File: src/rtl/nes_rom_loader_pkg.sv
// Shared types and constants for the iNES ROM loader: FSM states, error codes,
// header layout and bank-size shifts.
package nes_loader_pkg;

    typedef enum logic [2:0] {
        ST_IDLE,
        ST_HEADER,
        ST_TRAINER,
        ST_PRG,
        ST_CHR,
        ST_DONE,
        ST_ERROR
    } state_t;

    localparam logic [1:0] ERR_NONE  = 2'd0;
    localparam logic [1:0] ERR_HDR   = 2'd1;
    localparam logic [1:0] ERR_TRUNC = 2'd2;
    localparam logic [1:0] ERR_OVF   = 2'd3;

    localparam logic [7:0] INES_MAGIC0 = 8'h4E;
    localparam logic [7:0] INES_MAGIC1 = 8'h45;
    localparam logic [7:0] INES_MAGIC2 = 8'h53;
    localparam logic [7:0] INES_MAGIC3 = 8'h1A;

    localparam int unsigned HDR_PRG    = 4;
    localparam int unsigned HDR_CHR    = 5;
    localparam int unsigned HDR_FLAGS6 = 6;
    localparam int unsigned HDR_FLAGS7 = 7;
    localparam int unsigned HDR_LAST   = 15;

    localparam int unsigned PRG_UNIT_SHIFT = 14;
    localparam int unsigned CHR_UNIT_SHIFT = 13;
    localparam int unsigned TRAINER_LEN    = 512;

    function automatic logic [7:0] ines_magic(input logic [1:0] idx);
        case (idx)
            2'd0:    return INES_MAGIC0;
            2'd1:    return INES_MAGIC1;
            2'd2:    return INES_MAGIC2;
            default: return INES_MAGIC3;
        endcase
    endfunction

    function automatic logic is_active(input state_t s);
        return (s == ST_HEADER) || (s == ST_TRAINER) || (s == ST_PRG) || (s == ST_CHR);
    endfunction

endpackage

File: src/rtl/nes_rom_loader_if.sv
// Cartridge memory write port: req/ack handshake carrying one byte per transfer.
interface nes_rom_loader_if #(
    parameter int unsigned MEM_AW = 22
);
    logic              mem_req;
    logic [MEM_AW-1:0] mem_addr;
    logic [7:0]        mem_data;
    logic              mem_ack;

    modport master (output mem_req, output mem_addr, output mem_data, input mem_ack);
    modport slave  (input mem_req, input mem_addr, input mem_data, output mem_ack);
endinterface

File: src/rtl/nes_rom_loader_wr_buf.sv
// Single-entry write holding register: presents one byte on the memory port
// until acknowledged and flags a push that arrives while the entry is stalled.
module loader_wr_buf #(
    parameter int unsigned MEM_AW = 22
) (
    input  logic              clk,
    input  logic              reset,
    input  logic              flush,
    input  logic              push,
    input  logic [MEM_AW-1:0] addr,
    input  logic [7:0]        data,
    output logic              ovf,
    nes_rom_loader_if.master  mem
);

    logic can_load;

    // The entry frees up in the ack cycle, so a coincident push is back-to-back.
    assign can_load = !mem.mem_req || mem.mem_ack;
    assign ovf      = push && !can_load;

    always_ff @(posedge clk or posedge reset) begin
        if (reset) begin
            mem.mem_req  <= 1'b0;
            mem.mem_addr <= '0;
            mem.mem_data <= '0;
        end else if (flush) begin
            mem.mem_req <= 1'b0;
        end else if (push && can_load) begin
            mem.mem_req  <= 1'b1;
            mem.mem_addr <= addr;
            mem.mem_data <= data;
        end else if (mem.mem_ack) begin
            mem.mem_req <= 1'b0;
        end
    end

endmodule

File: src/rtl/nes_rom_loader.sv
// iNES loader: parses the 16-byte header from the download stream, skips any
// trainer, and writes PRG/CHR payload into separate cartridge memory regions.
module nes_rom_loader
    import nes_loader_pkg::*;
#(
    parameter int unsigned       MEM_AW   = 22,
    parameter logic [MEM_AW-1:0] CHR_BASE = 22'h200000
) (
    input  logic             clk,
    input  logic             reset,
    input  logic             downloading,
    input  logic             ioctl_wr,
    input  logic [7:0]       ioctl_data,
    nes_rom_loader_if.master mem,
    output logic [7:0]       mapper,
    output logic             mirroring,
    output logic             four_screen,
    output logic [7:0]       prg_banks,
    output logic [7:0]       chr_banks,
    output logic             busy,
    output logic             done,
    output logic [1:0]       error
);

    state_t            state, state_n;
    logic [MEM_AW-1:0] cnt, cnt_n;
    logic              dl_q;
    logic [7:0]        prg_q, prg_n, chr_q, chr_n, mapper_q, mapper_n;
    logic              mirr_q, mirr_n, four_q, four_n, trainer_q, trainer_n;
    logic              done_q, done_n, busy_q, busy_n;
    logic [1:0]        err_q, err_n;

    logic              dl_rise, dl_fall;
    logic              wr_push, wr_ovf;
    logic [MEM_AW-1:0] wr_addr, prg_last, chr_last;

    assign dl_rise = downloading && !dl_q;
    assign dl_fall = !downloading && dl_q;

    assign prg_last = (MEM_AW'(prg_q) << PRG_UNIT_SHIFT) - MEM_AW'(1);
    assign chr_last = (MEM_AW'(chr_q) << CHR_UNIT_SHIFT) - MEM_AW'(1);

    assign wr_push = ioctl_wr && !dl_rise && !dl_fall && (state == ST_PRG || state == ST_CHR);
    assign wr_addr = (state == ST_CHR) ? CHR_BASE + cnt : cnt;

    loader_wr_buf #(.MEM_AW(MEM_AW)) u_wr_buf (
        .clk   (clk),
        .reset (reset),
        .flush (dl_rise),
        .push  (wr_push),
        .addr  (wr_addr),
        .data  (ioctl_data),
        .ovf   (wr_ovf),
        .mem   (mem)
    );

    always_ff @(posedge clk or posedge reset) begin
        if (reset) begin
            state     <= ST_IDLE;
            cnt       <= '0;
            dl_q      <= 1'b0;
            prg_q     <= '0;
            chr_q     <= '0;
            mapper_q  <= '0;
            mirr_q    <= 1'b0;
            four_q    <= 1'b0;
            trainer_q <= 1'b0;
            done_q    <= 1'b0;
            busy_q    <= 1'b0;
            err_q     <= ERR_NONE;
        end else begin
            state     <= state_n;
            cnt       <= cnt_n;
            dl_q      <= downloading;
            prg_q     <= prg_n;
            chr_q     <= chr_n;
            mapper_q  <= mapper_n;
            mirr_q    <= mirr_n;
            four_q    <= four_n;
            trainer_q <= trainer_n;
            done_q    <= done_n;
            busy_q    <= busy_n;
            err_q     <= err_n;
        end
    end

    always_comb begin
        state_n   = state;
        cnt_n     = cnt;
        prg_n     = prg_q;
        chr_n     = chr_q;
        mapper_n  = mapper_q;
        mirr_n    = mirr_q;
        four_n    = four_q;
        trainer_n = trainer_q;
        done_n    = done_q;
        err_n     = err_q;

        if (dl_rise) begin
            state_n   = ST_HEADER;
            cnt_n     = '0;
            prg_n     = '0;
            chr_n     = '0;
            mapper_n  = '0;
            mirr_n    = 1'b0;
            four_n    = 1'b0;
            trainer_n = 1'b0;
            done_n    = 1'b0;
            err_n     = ERR_NONE;
        end else if (dl_fall && is_active(state)) begin
            state_n = ST_ERROR;
            cnt_n   = '0;
            err_n   = ERR_TRUNC;
        end else if (ioctl_wr) begin
            unique case (state)
                ST_HEADER: begin
                    cnt_n = cnt + MEM_AW'(1);
                    if (cnt < MEM_AW'(4) && ioctl_data != ines_magic(cnt[1:0])) begin
                        state_n = ST_ERROR;
                        cnt_n   = '0;
                        err_n   = ERR_HDR;
                    end else begin
                        case (cnt[3:0])
                            4'(HDR_PRG):    prg_n = ioctl_data;
                            4'(HDR_CHR):    chr_n = ioctl_data;
                            4'(HDR_FLAGS6): begin
                                mapper_n[3:0] = ioctl_data[7:4];
                                four_n        = ioctl_data[3];
                                trainer_n     = ioctl_data[2];
                                mirr_n        = ioctl_data[0];
                            end
                            4'(HDR_FLAGS7): mapper_n[7:4] = ioctl_data[7:4];
                            default: ;
                        endcase
                        if (cnt[3:0] == 4'(HDR_LAST)) begin
                            cnt_n = '0;
                            if (prg_q == '0) begin
                                state_n = ST_ERROR;
                                err_n   = ERR_HDR;
                            end else if (trainer_q) begin
                                state_n = ST_TRAINER;
                            end else begin
                                state_n = ST_PRG;
                            end
                        end
                    end
                end
                ST_TRAINER: begin
                    cnt_n = cnt + MEM_AW'(1);
                    if (cnt == MEM_AW'(TRAINER_LEN - 1)) begin
                        state_n = ST_PRG;
                        cnt_n   = '0;
                    end
                end
                ST_PRG, ST_CHR: begin
                    cnt_n = cnt + MEM_AW'(1);
                    if (wr_ovf) begin
                        state_n = ST_ERROR;
                        cnt_n   = '0;
                        err_n   = ERR_OVF;
                    end else if (state == ST_PRG && cnt == prg_last) begin
                        cnt_n = '0;
                        if (chr_q == '0) begin
                            state_n = ST_DONE;
                            done_n  = 1'b1;
                        end else begin
                            state_n = ST_CHR;
                        end
                    end else if (state == ST_CHR && cnt == chr_last) begin
                        cnt_n   = '0;
                        state_n = ST_DONE;
                        done_n  = 1'b1;
                    end
                end
                default: ;
            endcase
        end

        busy_n = is_active(state_n);
    end

    assign mapper      = mapper_q;
    assign mirroring   = mirr_q;
    assign four_screen = four_q;
    assign prg_banks   = prg_q;
    assign chr_banks   = chr_q;
    assign busy        = busy_q;
    assign done        = done_q;
    assign error       = err_q;

endmodule

File: src/flat_wrapper.sv
// flat-port wrapper written by rule: the top's interface ports become plain ports
module nes_rom_loader_flat import nes_loader_pkg::*;
#(
    parameter int unsigned       MEM_AW   = 22,
    parameter logic [MEM_AW-1:0] CHR_BASE = 22'h200000
)
  (clk, reset, downloading, ioctl_wr, ioctl_data, mapper, mirroring, four_screen, prg_banks, chr_banks, busy, done, error, mem_mem_req, mem_mem_addr, mem_mem_data, mem_mem_ack);
  nes_rom_loader_if #(.MEM_AW(MEM_AW)) mem_i ();
  input  logic clk;
  input  logic reset;
  input  logic downloading;
  input  logic ioctl_wr;
  input  logic [7:0] ioctl_data;
  output logic [7:0] mapper;
  output logic mirroring;
  output logic four_screen;
  output logic [7:0] prg_banks;
  output logic [7:0] chr_banks;
  output logic busy;
  output logic done;
  output logic [1:0] error;
  output wire logic [$bits(mem_i.mem_req)-1:0] mem_mem_req;
  output wire logic [$bits(mem_i.mem_addr)-1:0] mem_mem_addr;
  output wire logic [$bits(mem_i.mem_data)-1:0] mem_mem_data;
  input wire logic [$bits(mem_i.mem_ack)-1:0] mem_mem_ack;
  assign mem_mem_req = mem_i.mem_req;
  assign mem_mem_addr = mem_i.mem_addr;
  assign mem_mem_data = mem_i.mem_data;
  assign mem_i.mem_ack = mem_mem_ack;
  nes_rom_loader #(.MEM_AW(MEM_AW), .CHR_BASE(CHR_BASE)) u_core (.clk(clk), .reset(reset), .downloading(downloading), .ioctl_wr(ioctl_wr), .ioctl_data(ioctl_data), .mem(mem_i), .mapper(mapper), .mirroring(mirroring), .four_screen(four_screen), .prg_banks(prg_banks), .chr_banks(chr_banks), .busy(busy), .done(done), .error(error));
endmodule
File: config.mk
export PLATFORM = sky130hd
export DESIGN_NAME = nes_rom_loader_flat
export DESIGN_NICKNAME = d
export VERILOG_FILES = /design/src/rtl/nes_rom_loader_pkg.sv /design/src/rtl/nes_rom_loader_if.sv /design/src/rtl/nes_rom_loader_wr_buf.sv /design/src/rtl/nes_rom_loader.sv /design/src/flat_wrapper.sv
export SDC_FILE = /design/constraint.sdc
export NUM_CORES = 1
export LEC_CHECK = 0
export ABC_AREA = 1
export CORE_MARGIN = 4
export CORE_UTILIZATION = 55
export CTS_BUF_LIST = sky130_fd_sc_hd__clkbuf_8 sky130_fd_sc_hd__clkbuf_16
export CTS_CLUSTER_SIZE = 30
export DETAILED_ROUTE_END_ITERATION = 8
export GPL_TIMING_DRIVEN = 1
export PLACE_DENSITY_LB_ADDON = 0.12
export SYNTH_ARGS = -nofsm -noshare
export SYNTH_HDL_FRONTEND = slang
export SYNTH_SLANG_ARGS = --single-unit
export TNS_END_PERCENT = 50
File: constraint.sdc
create_clock -name clk -period 4.3 [get_ports clk]
set_clock_uncertainty 0.1 [all_clocks]
set_input_delay 1.075 -clock clk [delete_from_list [all_inputs] [get_ports clk]]
set_output_delay 1.075 -clock clk [all_outputs]
set_load 0.03 [all_outputs]
### Yosys cells after proc, flatten, opt, wreduce, memory -nomap -nowiden

Cells that the tools add are included.
W data, S select, Z words.

| cells by class | value |
|---|---|
| add/subtract/negate cells | 4 |
| magnitude comparators | 1 |
| eq/ne operators | 26 |
| mux-type cells | 85 |
| bitwise operators | 1 |
| reduce and logical (&&, ||, !) cells | 49 |

Operators by type and width:

| cell | number |
|---|---|
| $mux W22 | 10 |
| $mux W8 | 21 |
| $pmux W22 S3 | 1 |
| $eq A22 B22 Y1 | 2 |
| $mux W1 | 31 |
| $mux W3 | 10 |
| $reduce_and A5 Y1 | 5 |
| $add A22 B1 Y22 const B | 1 |
| $add A22 B22 Y22 const A | 1 |
| $eq A22 B9 Y1 const B | 1 |
| $lt A22 B3 Y1 const B | 1 |
| $sub A21 B1 Y22 const B | 1 |
| $sub A22 B1 Y22 const B | 1 |
| $pmux W7 S3 | 1 |
| $eq A4 B3 Y1 const B | 4 |
| $logic_not A8 Y1 | 2 |
| $mux W2 | 7 |
| $reduce_bool A2 Y1 | 7 |
| $eq A3 B2 Y1 const B | 4 |
| $logic_and A1 B1 Y1 | 11 |
| $ne A5 B4 Y1 const B | 2 |
| $pmux W3 S3 | 1 |
| $reduce_bool A3 Y1 | 3 |
| $logic_or A1 B1 Y1 | 8 |
| 19 further kinds | 30 |

| storage, ports and cells | value |
|---|---|
| register bits | 88 |
| input bits | 13 |
| logic and storage cells | 182 |

### Logic depth before layout (Yosys ltp)

Gate-level depths: netlist (run 1).

| depth | value |
|---|---|
| depth after elaboration | 18 |
| depth in mapped cells | 21 |
| depth with buffers taken out | 21 |

### Modules after synthesis

From an unflattened synthesis (run 1), not the netlist that was laid out.

| second synthesis, totals | value |
|---|---|
| cells, all modules | 681 |
| area total of the unflattened synthesis | 5171.2 µm² |

Modules (own cells, without submodules):

| module | instances | cells an instance | area each (µm²) | sequential area each (µm²) |
|---|---|---|---|---|
| nes_rom_loader | 1 | 543 | 3905.0 | 1426.4 |
| loader_wr_buf | 1 | 138 | 1266.2 | 775.7 |

### Least setup slack after synthesis (run 1)

Ideal clock, no wire load.

| timing | value |
|---|---|
| path kind | input to register |
| start | input port downloading |
| end | register u_core.cnt[5] |
| library setup time | 0.096 ns |
| data arrival time | 2.357 ns |
| required time | 4.104 ns |
| slack | 1.748 ns |
| cell stages on the path | 11 |
| path buffers | 1 |
| path through | inv_1 > nor2_2 > nor2_1 > nand3_1 > nor2_1 > nor2_2 > nand3_1 > a21oi_1 > nand2_1 > buf_4 > o32ai_2 |

| on the way | value |
|---|---|
| word-level cells in the longest chain between the ends | 11 |
| elaborated cells on any way between the ends | 18 |

RTL lines:

| what | line | RTL |
|---|---|---|
| start, declared | flat_wrapper.sv:11 | `input logic downloading;` |
| $logic_and A1 B1 Y1 or $logic_not A1 Y1 (tied branches) | nes_rom_loader.sv:37, nes_rom_loader.sv:38 |  |
| $logic_not A1 Y1 or $logic_and A1 B1 Y1 (tied branches) | nes_rom_loader.sv:43, nes_rom_loader.sv:38 |  |
| $logic_and A1 B1 Y1 or $logic_not A1 Y1 (tied branches) | nes_rom_loader.sv:43 | `assign wr_push = ioctl_wr && !dl_rise && !dl_fall && (state == ST_PRG \|\| state == ST_CHR);` |
| $logic_and A1 B1 Y1 (2 in a row) | nes_rom_loader.sv:43 |  |
| $logic_and A1 B1 Y1 | nes_rom_loader_wr_buf.sv:20 | `assign ovf = push && !can_load;` |
| $mux W22 | nes_rom_loader.sv:157 | `if (wr_ovf) begin` |
| $pmux W22 S3 | nes_rom_loader.sv:115 | `unique case (state)` |
| $mux W22 | nes_rom_loader.sv:114 | `end else if (ioctl_wr) begin` |
| $mux W22 | nes_rom_loader.sv:110 | `end else if (dl_fall && is_active(state)) begin` |
| $mux W22 | nes_rom_loader.sv:99 | `if (dl_rise) begin` |
| end signal, assigned | nes_rom_loader.sv:73 | `cnt <= cnt_n;` |
| end, declared | nes_rom_loader.sv:26 | `logic [MEM_AW-1:0] cnt, cnt_n;` |

Parallel ways exist; a longest one is shown, timed or not. The select of a mux whose other input is x is not followed.
A chain may end at the register's enable or synchronous reset.

### Worst setup path in the final report (run 1)

Ends and elaborated chain as after synthesis.

==> results.py, run 1 <==
metrics = {
    "clock_tree": {
        "post_cts_buffers": 0,
        "cts_max_level": 3,
        "clkLatencyLatePin_ns": 0.37,
        "root_buffer": "clkbuf_8",
        "cts_sinks": 88,
        "cts_made_buffers": 9,
        "clk_pin_slew_worst_paths_ns": 0.09,
        "ctsResizeCount": 0,
        "hold_buffers": 0,
        "cts_max_path_buffers": 2,
        "cts_tree": "done",
    },
    "cells_and_area": {
        "layout.area.seq_mm2": 0.002202,
        "fillers": 744,
        "drive_gt1_share_pct": 7.153,
        "fin_nets": 743,
        "area_growth_pct": 19.90,
        "num_antenna_cells": 0,
        "layout.cells.non_filler": 835,
        "multi_input_area_mm2": 0.002377,
    },
    "timing": {
        "worst_slew_pin_slew_ns": 0.7503,
        "final.period_utilization_pct": 79.45,
        "setup_tns_ns": 0,
        "rsz0062_at_grt": "false",
        "fin_ws_ns": 0.8835,
        "layout_min_cycle_time_ns": 3.417,
        "fmax_ghz": 0.2927,
        "hold_viol_final": 0,
        "slew_viol_final": 0,
        "relSlewSlack_pct": 49.86,
        "setup_viol_count_final": 0,
    },
    "worst_setup_path": {
        "crit_path_start": "downloading",
        "rr_startpoint": "u_core.chr_banks[0]",
        "cp_top_family": "simple AND/OR/NAND/NOR gates",
        "worstPathArrival_ns": 3.57,
        "path_cells": "clkdlybuf4s50_1 > inv_1 > nor2_2 > nor2_1 > nand3_1 > nor2_1 > nor2_2 > nand3_1 > a21oi_1 > nand2_1 > o32ai_2",
        "cp-start-kind": "input port",
        "required_ns": 4.45,
        "path_buf_inv": 2,
        "critical-path-slowest-cell": "nand2_1",
        "setup.worst_path.class": "in2reg",
        "critPathMaxFanout": 20,
        "slowest_delay_ns": 0.51,
        "end_kind": "flip-flop",
    },
    "global_route": {
        "overflow": 0,
        "grt_pass1_wl_um": 22300,
        "grt.total_usage_pct": 25.39,
        "grt_max_degree": 61,
        "grt_pass1_vias": 4489,
        "antenna_found_initial": 0,
    },
    "power_and_ir_drop": {
        "p_leak_nw": 2.806,
        "seqPwrFrac_pct": 32.0,
        "combPwrFrac_pct": 53.4,
        "p_int_mw": 2.191,
        "power.net_switching_mw": 1.972,
        "ir_drop_uv": 457.7,
        "switching_share_pct": 47.37,
        "finalPower_mw": 4.163,
        "p_clk_share_pct": 14.6,
        "p_per_area_mw_per_mm2": 686.9,
    },
    "detailed_routing": {
        "wl_met3_um": 784,
        "post-route-drc-count": 0,
        "vias_per_cell": 5.480,
        "dr.max_layer_used": "met4",
        "drt-total-wl_um": 13320,
        "wl_met2_um": 6405,
        "vias": 4576,
        "drt-initial-drc-count": 297,
        "antenna_left": 0,
        "drtPass1Iterations": 5,
        "drt-met1-wl_um": 5865,
        "wl_per_cell_um": 15.95,
    },
    "hold_path": {
        "hold_class": "reg2reg",
        "min_from": "u_core.u_wr_buf.mem.mem_addr[12]",
    },
    "yosys": {
        "syn-instance-count": 656,
        "syn_avg_cell_area_um2": 7.706,
        "synth_nets": 677,
        "ys_seq_elements": 88,
        "synth_ff_type": "dfrtp_1",
        "yosysWarnings": 0,
        "synthDistinctLibCells": 40,
        "synth_area_mm2": 0.005055,
        "synth_edf_count": 0,
        "ys_seq_area_share_pct": 43.56,
        "async_reset_ff_share_pct": 100.0,
    },
    "die": {
        "die_x_um": 103.9,
        "rows": 34,
        "die-area_mm2": 0.01079,
        "die_h_um": 103.9,
        "ios": 74,
        "initial_utilization_pct": 57.13,
        "fp.coreArea_mm2": 0.008848,
    },
    "job": {
        "drv_cap": 0,
    },
    "place": {
        "hpwl_um": 9913,
        "pre_cts_slack_ns": 0.6239,
        "post-place-cells": 819,
        "portBuffers": 73,
        "place_congestion": 0.9441,
    },
    "outcome": {
        "status": "complete, no violations",
    },
}
-- through the flow --
stage          util (%)  area [um2]  hold slack, ns
3_3_place_gp      66.20        5858          0.3649
5_1_grt           68.50        6061          0.4167
6_report          68.50        6061          0.3863
4_1_cts           68.50        6061          0.3942
2_1_floorplan         -        5055          0.3642
3_5_place_dp      66.20        5858          0.3721
-- placed cells by master (no fill, tap or decap), types with 4 or more instances in the layout --
cell and count:
a21oi_1 12, clkbuf_8 9, clkdlybuf4s50_1 73, dfrtp_1 88, ha_1 8, inv_1 93
nand2_1 161, nand2_2 6, nand3_1 31, nand4_1 13, nor2_1 64, nor2_2 4
nor2_4 4, nor3_1 9, o21a_1 4, o21ai_0 59, o22ai_1 18, xnor2_1 4
xor2_1 25
-- cell usage after synthesis (all sizes together) (8+ instances only) --
master / count / area, um2
dfrtp: 88 / 2202
nor2: 72 / 310.3
nor3: 11 / 65.06
a21oi: 17 / 118.9
clkbuf: 9 / 35.03
nand4: 13 / 81.33
nand2: 169 / 664.4
nand3: 34 / 192.7
buf: 13 / 83.83
xor2: 25 / 219.0
ha: 8 / 100.1
inv: 95 / 356.6
o22ai: 18 / 112.6
o21ai: 63 / 319.0
-- cell families (layout without fill, tap and decap cells) --
kind of cell | count (synthesis) | in the layout | synth area share (%)
xor gates and xnor gates | 29 | 29 | 5.025
AOI/OAI and AO/OA | 109 | 109 | 12.70
DFF | 88 | 88 | 43.56
and+or+nand+nor | 305 | 305 | 27.33
adders and majority gates | 8 | 8 | 1.980
buffers and inverters | 117 | 188 | 9.406
-- sequential cells by signal, indices dropped and copies added, names as in the netlist --
| name | count |
|---|---|
| u_core.prg_banks | 8 |
| u_core.mapper | 8 |
| u_core.state | 3 |
| u_core.u_wr_buf.mem.mem_req | 1 |
| u_core.busy | 1 |
| u_core.mirroring | 1 |
| u_core.chr_banks | 8 |
| u_core.error | 2 |
| u_core.trainer_q | 1 |
| u_core.u_wr_buf.mem.mem_data | 8 |
| u_core.done | 1 |
| u_core.u_wr_buf.mem.mem_addr | 22 |
| u_core.four_screen | 1 |
| u_core.cnt | 22 |
| u_core.dl_q | 1 |
-- final timing paths --
check / slack (ns) / depth (start not counted) / endpoint
hold / removal: 0.39 / 2 / u_core.u_wr_buf.mem.mem_addr[12]
setup / recovery: 0.88 / 11 / u_core.cnt[5]
min in group asynchronous: 1.01 / 2 / u_core.u_wr_buf.mem.mem_addr[17]
setup reg to reg: 1.21 / 13 / u_core.cnt[5]
max in group asynchronous: 2.38 / 3 / u_core.u_wr_buf.mem.mem_addr[2]
hold reg to reg: 0.39 / 2 / u_core.u_wr_buf.mem.mem_addr[12]
-- power by group through the flow --
| stage | Sequential, mW | Clock (mW) | Combinational [mW] |
|---|---|---|---|
| finish | 1.33 | 0.606 | 2.22 |
| global route | 1.38 | 0.647 | 2.42 |
| CTS | 1.33 | 0.610 | 2.22 |
| detailed placement | 1.34 | 0 | 2.21 |
| global placement | 1.34 | 0 | 2.18 |
| floorplan | 1.77 | 0 | 0.987 |
-- metal layers --
| layer | track usage [%] | vias up |
|---|---|---|
| li1 | - | 2231 |
| met1 | 34.53 | 2173 |
| met2 | 41.13 | 147 |
| met3 | 4.718 | 25 |
| met4 | 8.357 | 0 |
| met5 | 0 | - |
-- worst min-delay path: stages, from the launching register on --
cell and delay (ns):
dfrtp_1 0.35, nand2_1 0.05, o21ai_0 0.05
-- final cells by class --
| type | count | area share, % |
|---|---|---|
| Clock buffer | 9 | 2.044 |
| Clock inverter | 7 | 1.301 |
| Inverter | 95 | 5.904 |
| Multi-Input combinational cell | 451 | 39.22 |
| Sequential cell | 88 | 36.33 |
| Tap cell | 108 | 2.230 |
| Timing Repair Buffer | 77 | 12.96 |
No activity file was read; power rests on OpenSTA's default activity.
==> run 2, diff against run 1 <==
==> constraint.sdc (replaced) <==
create_clock -name clk -period 3.4 [get_ports clk]
set_clock_uncertainty 0.1 [all_clocks]
set_input_delay 0.85 -clock clk [delete_from_list [all_inputs] [get_ports clk]]
set_output_delay 0.85 -clock clk [all_outputs]
set_load 0.03 [all_outputs]
==> results.py, run 2 (synthesis results as in run 1) <==
metrics = {
    "worst_setup_path": {
        "end_kind": "flip-flop",
        "critPathMaxFanout": 13,
        "cp_top_family": "simple AND/OR/NAND/NOR gates",
        "crit_top_cell": "nand2_1",
        "rr_startpoint": "u_core.chr_banks[0]",
        "r2r_cells": 13,
        "reg2reg_slack_ns": 0.44,
        "path_buf_inv": 2,
        "slowest_delay_ns": 0.49,
        "cp-start-kind": "flip-flop",
        "critical-path-slowest-cell": "dfrtp_1",
        "setup.worst_path.class": "reg2reg",
        "worstPathArrival_ns": 3.15,
        "cp.depth": 13,
        "path_cells": "inv_1 > ha_1 > nand2_1 > nor2_1 > nand2_1 > nand4_1 > nor2_1 > nand2_1 > nand3_1 > a21oi_1 > nand2_1 > buf_4 > o22ai_1",
        "reg2reg_to": "u_core.cnt[13]",
        "required_ns": 3.59,
    },
    "global_route": {
        "grt_use_met2_pct": 42.94,
        "grt_pass1_wl_um": 22460,
        "gr-usage-met3_pct": 5.835,
        "grt_pass1_vias": 4490,
        "use_met1_pct": 34.73,
        "grt.busiest_layer": "met2",
        "grt.total_usage_pct": 25.92,
        "grt_max_degree": 89,
        "antenna_found_initial": 0,
        "overflow": 0,
    },
    "timing": {
        "setup_tns_ns": 0,
        "setup_viol_count_final": 0,
        "hold_viol_final": 0,
        "fmax_ghz": 0.3377,
        "fin_ws_ns": 0.4385,
        "worst_slew_pin_slew_ns": 0.5477,
        "final.period_utilization_pct": 87.10,
        "slew_viol_final": 0,
        "layout_min_cycle_time_ns": 2.961,
        "rsz0062_at_grt": "false",
        "relSlewSlack_pct": 63.40,
    },
    "cells_and_area": {
        "layout.area.seq_mm2": 0.002202,
        "fillers": 763,
        "fin_nets": 747,
        "area_growth_pct": 19.75,
        "largestRegisters": "u_core.cnt x22, u_core.u_wr_buf.mem.mem_addr x22",
        "layout_common_cells": "161 x nand2_1, 93 x inv_1, 88 x dfrtp_1, 73 x clkdlybuf4s50_1, 64 x nor2_1",
        "final_common_cell": "nand2_1",
        "num_antenna_cells": 0,
        "drive_gt1_share_pct": 7.661,
        "layout.cells.non_filler": 839,
        "multi_input_area_mm2": 0.002377,
    },
    "clock_tree": {
        "cts_max_level": 3,
        "ctsResizeCount": 0,
        "cts_sinks": 88,
        "cts_made_buffers": 9,
        "hold_buffers": 0,
        "clkLatencyLatePin_ns": 0.37,
        "post_cts_buffers": 0,
        "clk_pin_slew_worst_paths_ns": 0.09,
        "root_buffer": "clkbuf_8",
        "cts_max_path_buffers": 2,
        "cts_tree": "done",
    },
    "place": {
        "portBuffers": 73,
        "post-place-cells": 823,
        "place_congestion": 0.9351,
        "hpwl_um": 10280,
        "pre_cts_slack_ns": 0.2068,
    },
    "detailed_routing": {
        "vias_per_cell": 5.498,
        "antenna_left": 0,
        "drt-initial-drc-count": 299,
        "vias": 4613,
        "drt-total-wl_um": 13770,
        "drtPass1Iterations": 5,
        "post-route-drc-count": 0,
        "wl_per_cell_um": 16.41,
    },
    "power_and_ir_drop": {
        "p_per_area_mw_per_mm2": 860.4,
        "p_int_mw": 2.701,
        "power.net_switching_mw": 2.507,
        "seqPwrFrac_pct": 32.6,
        "switching_share_pct": 48.14,
        "p_leak_nw": 2.802,
        "combPwrFrac_pct": 54.3,
        "ir_drop_uv": 618.3,
        "p_clk_share_pct": 13.1,
    },
    "die": {
        "die_h_um": 103.9,
        "initial_utilization_pct": 57.13,
        "fp.coreArea_mm2": 0.008848,
        "ios": 74,
        "die-area_mm2": 0.01079,
        "rows": 34,
        "die_x_um": 103.9,
    },
    "job": {
        "drv_cap": 0,
    },
    "hold_path": {
        "hold_class": "reg2reg",
        "min_from": "u_core.u_wr_buf.mem.mem_addr[20]",
        "min_to": "u_core.u_wr_buf.mem.mem_addr[20]",
        "hold_depth": 2,
    },
    "outcome": {
        "status": "complete, no violations",
    },
}
run 2: cell count changes in the layout (fill, tap and decap cells not counted), sizes merged:
cell      before  now
buf            4    8
bufinv         1    0
clkinvlp       1    2
run 2: through the flow:
stage / area, um2 / hold WS [ns] / util (%) / total power [mW]
2_1_floorplan: 5055 / 0.3642 / - / 3.488
3_3_place_gp: 5876 / 0.3648 / 66.40 / 4.452
3_5_place_dp: 5876 / 0.3718 / 66.40 / 4.525
4_1_cts: 6053 / 0.3935 / 68.41 / 5.221
5_1_grt: 6053 / 0.4063 / 68.41 / 5.582
6_report: 6053 / 0.3879 / 68.41 / 5.208
run 2: worst reg2reg max path, delay by kind of cell, from the launching register on:
| kind | cells | cell delay (ns) |
|---|---|---|
| buffers and inverters | 2 | 0.46 |
| AO/OA/AOI/OAI | 2 | 0.41 |
| AND/OR/NAND/NOR | 8 | 1.18 |
| adder cells (fa/ha/maj) | 1 | 0.25 |
| flip-flops | 1 | 0.49 |
run 2: final cells by class:
| type | instances | share of cell area, % |
|---|---|---|
| Clock inverter | 7 | 0.8888 |
| Multi-Input combinational cell | 451 | 39.27 |
| Clock buffer | 9 | 2.046 |
| Tap cell | 108 | 2.232 |
| Inverter | 95 | 5.912 |
| Timing Repair Buffer | 81 | 13.27 |
| Sequential cell | 88 | 36.38 |
run 2: power groups by stage:
stage               clock, mW  combinational [mW]  sequential, mW
CTS                     0.696                2.83            1.69
detailed placement          0                2.81            1.71
global placement            0                2.75            1.70
floorplan                   0                1.25            2.24
global route            0.749                3.09            1.74
finish                  0.683                2.83            1.70
run 2: how the worst max path moves through the flow:
stage                              startpoint        endpoint  slack (ns)
after floorplan                         reset     u_core.busy        0.17
after global placement            downloading  u_core.cnt[21]        0.34
after detailed placement          downloading  u_core.cnt[21]        0.21
after CTS                 u_core.chr_banks[0]  u_core.cnt[21]        0.48
after global routing      u_core.chr_banks[0]  u_core.cnt[21]        0.15
final                     u_core.chr_banks[0]  u_core.cnt[13]        0.44
run 2: layer usage:
metal	part of all wire [%]	vias to the layer above
met1	42	2196
met4	1.9	0
li1	-	2241
met2	49	149
met5	0	-
met3	6.7	27
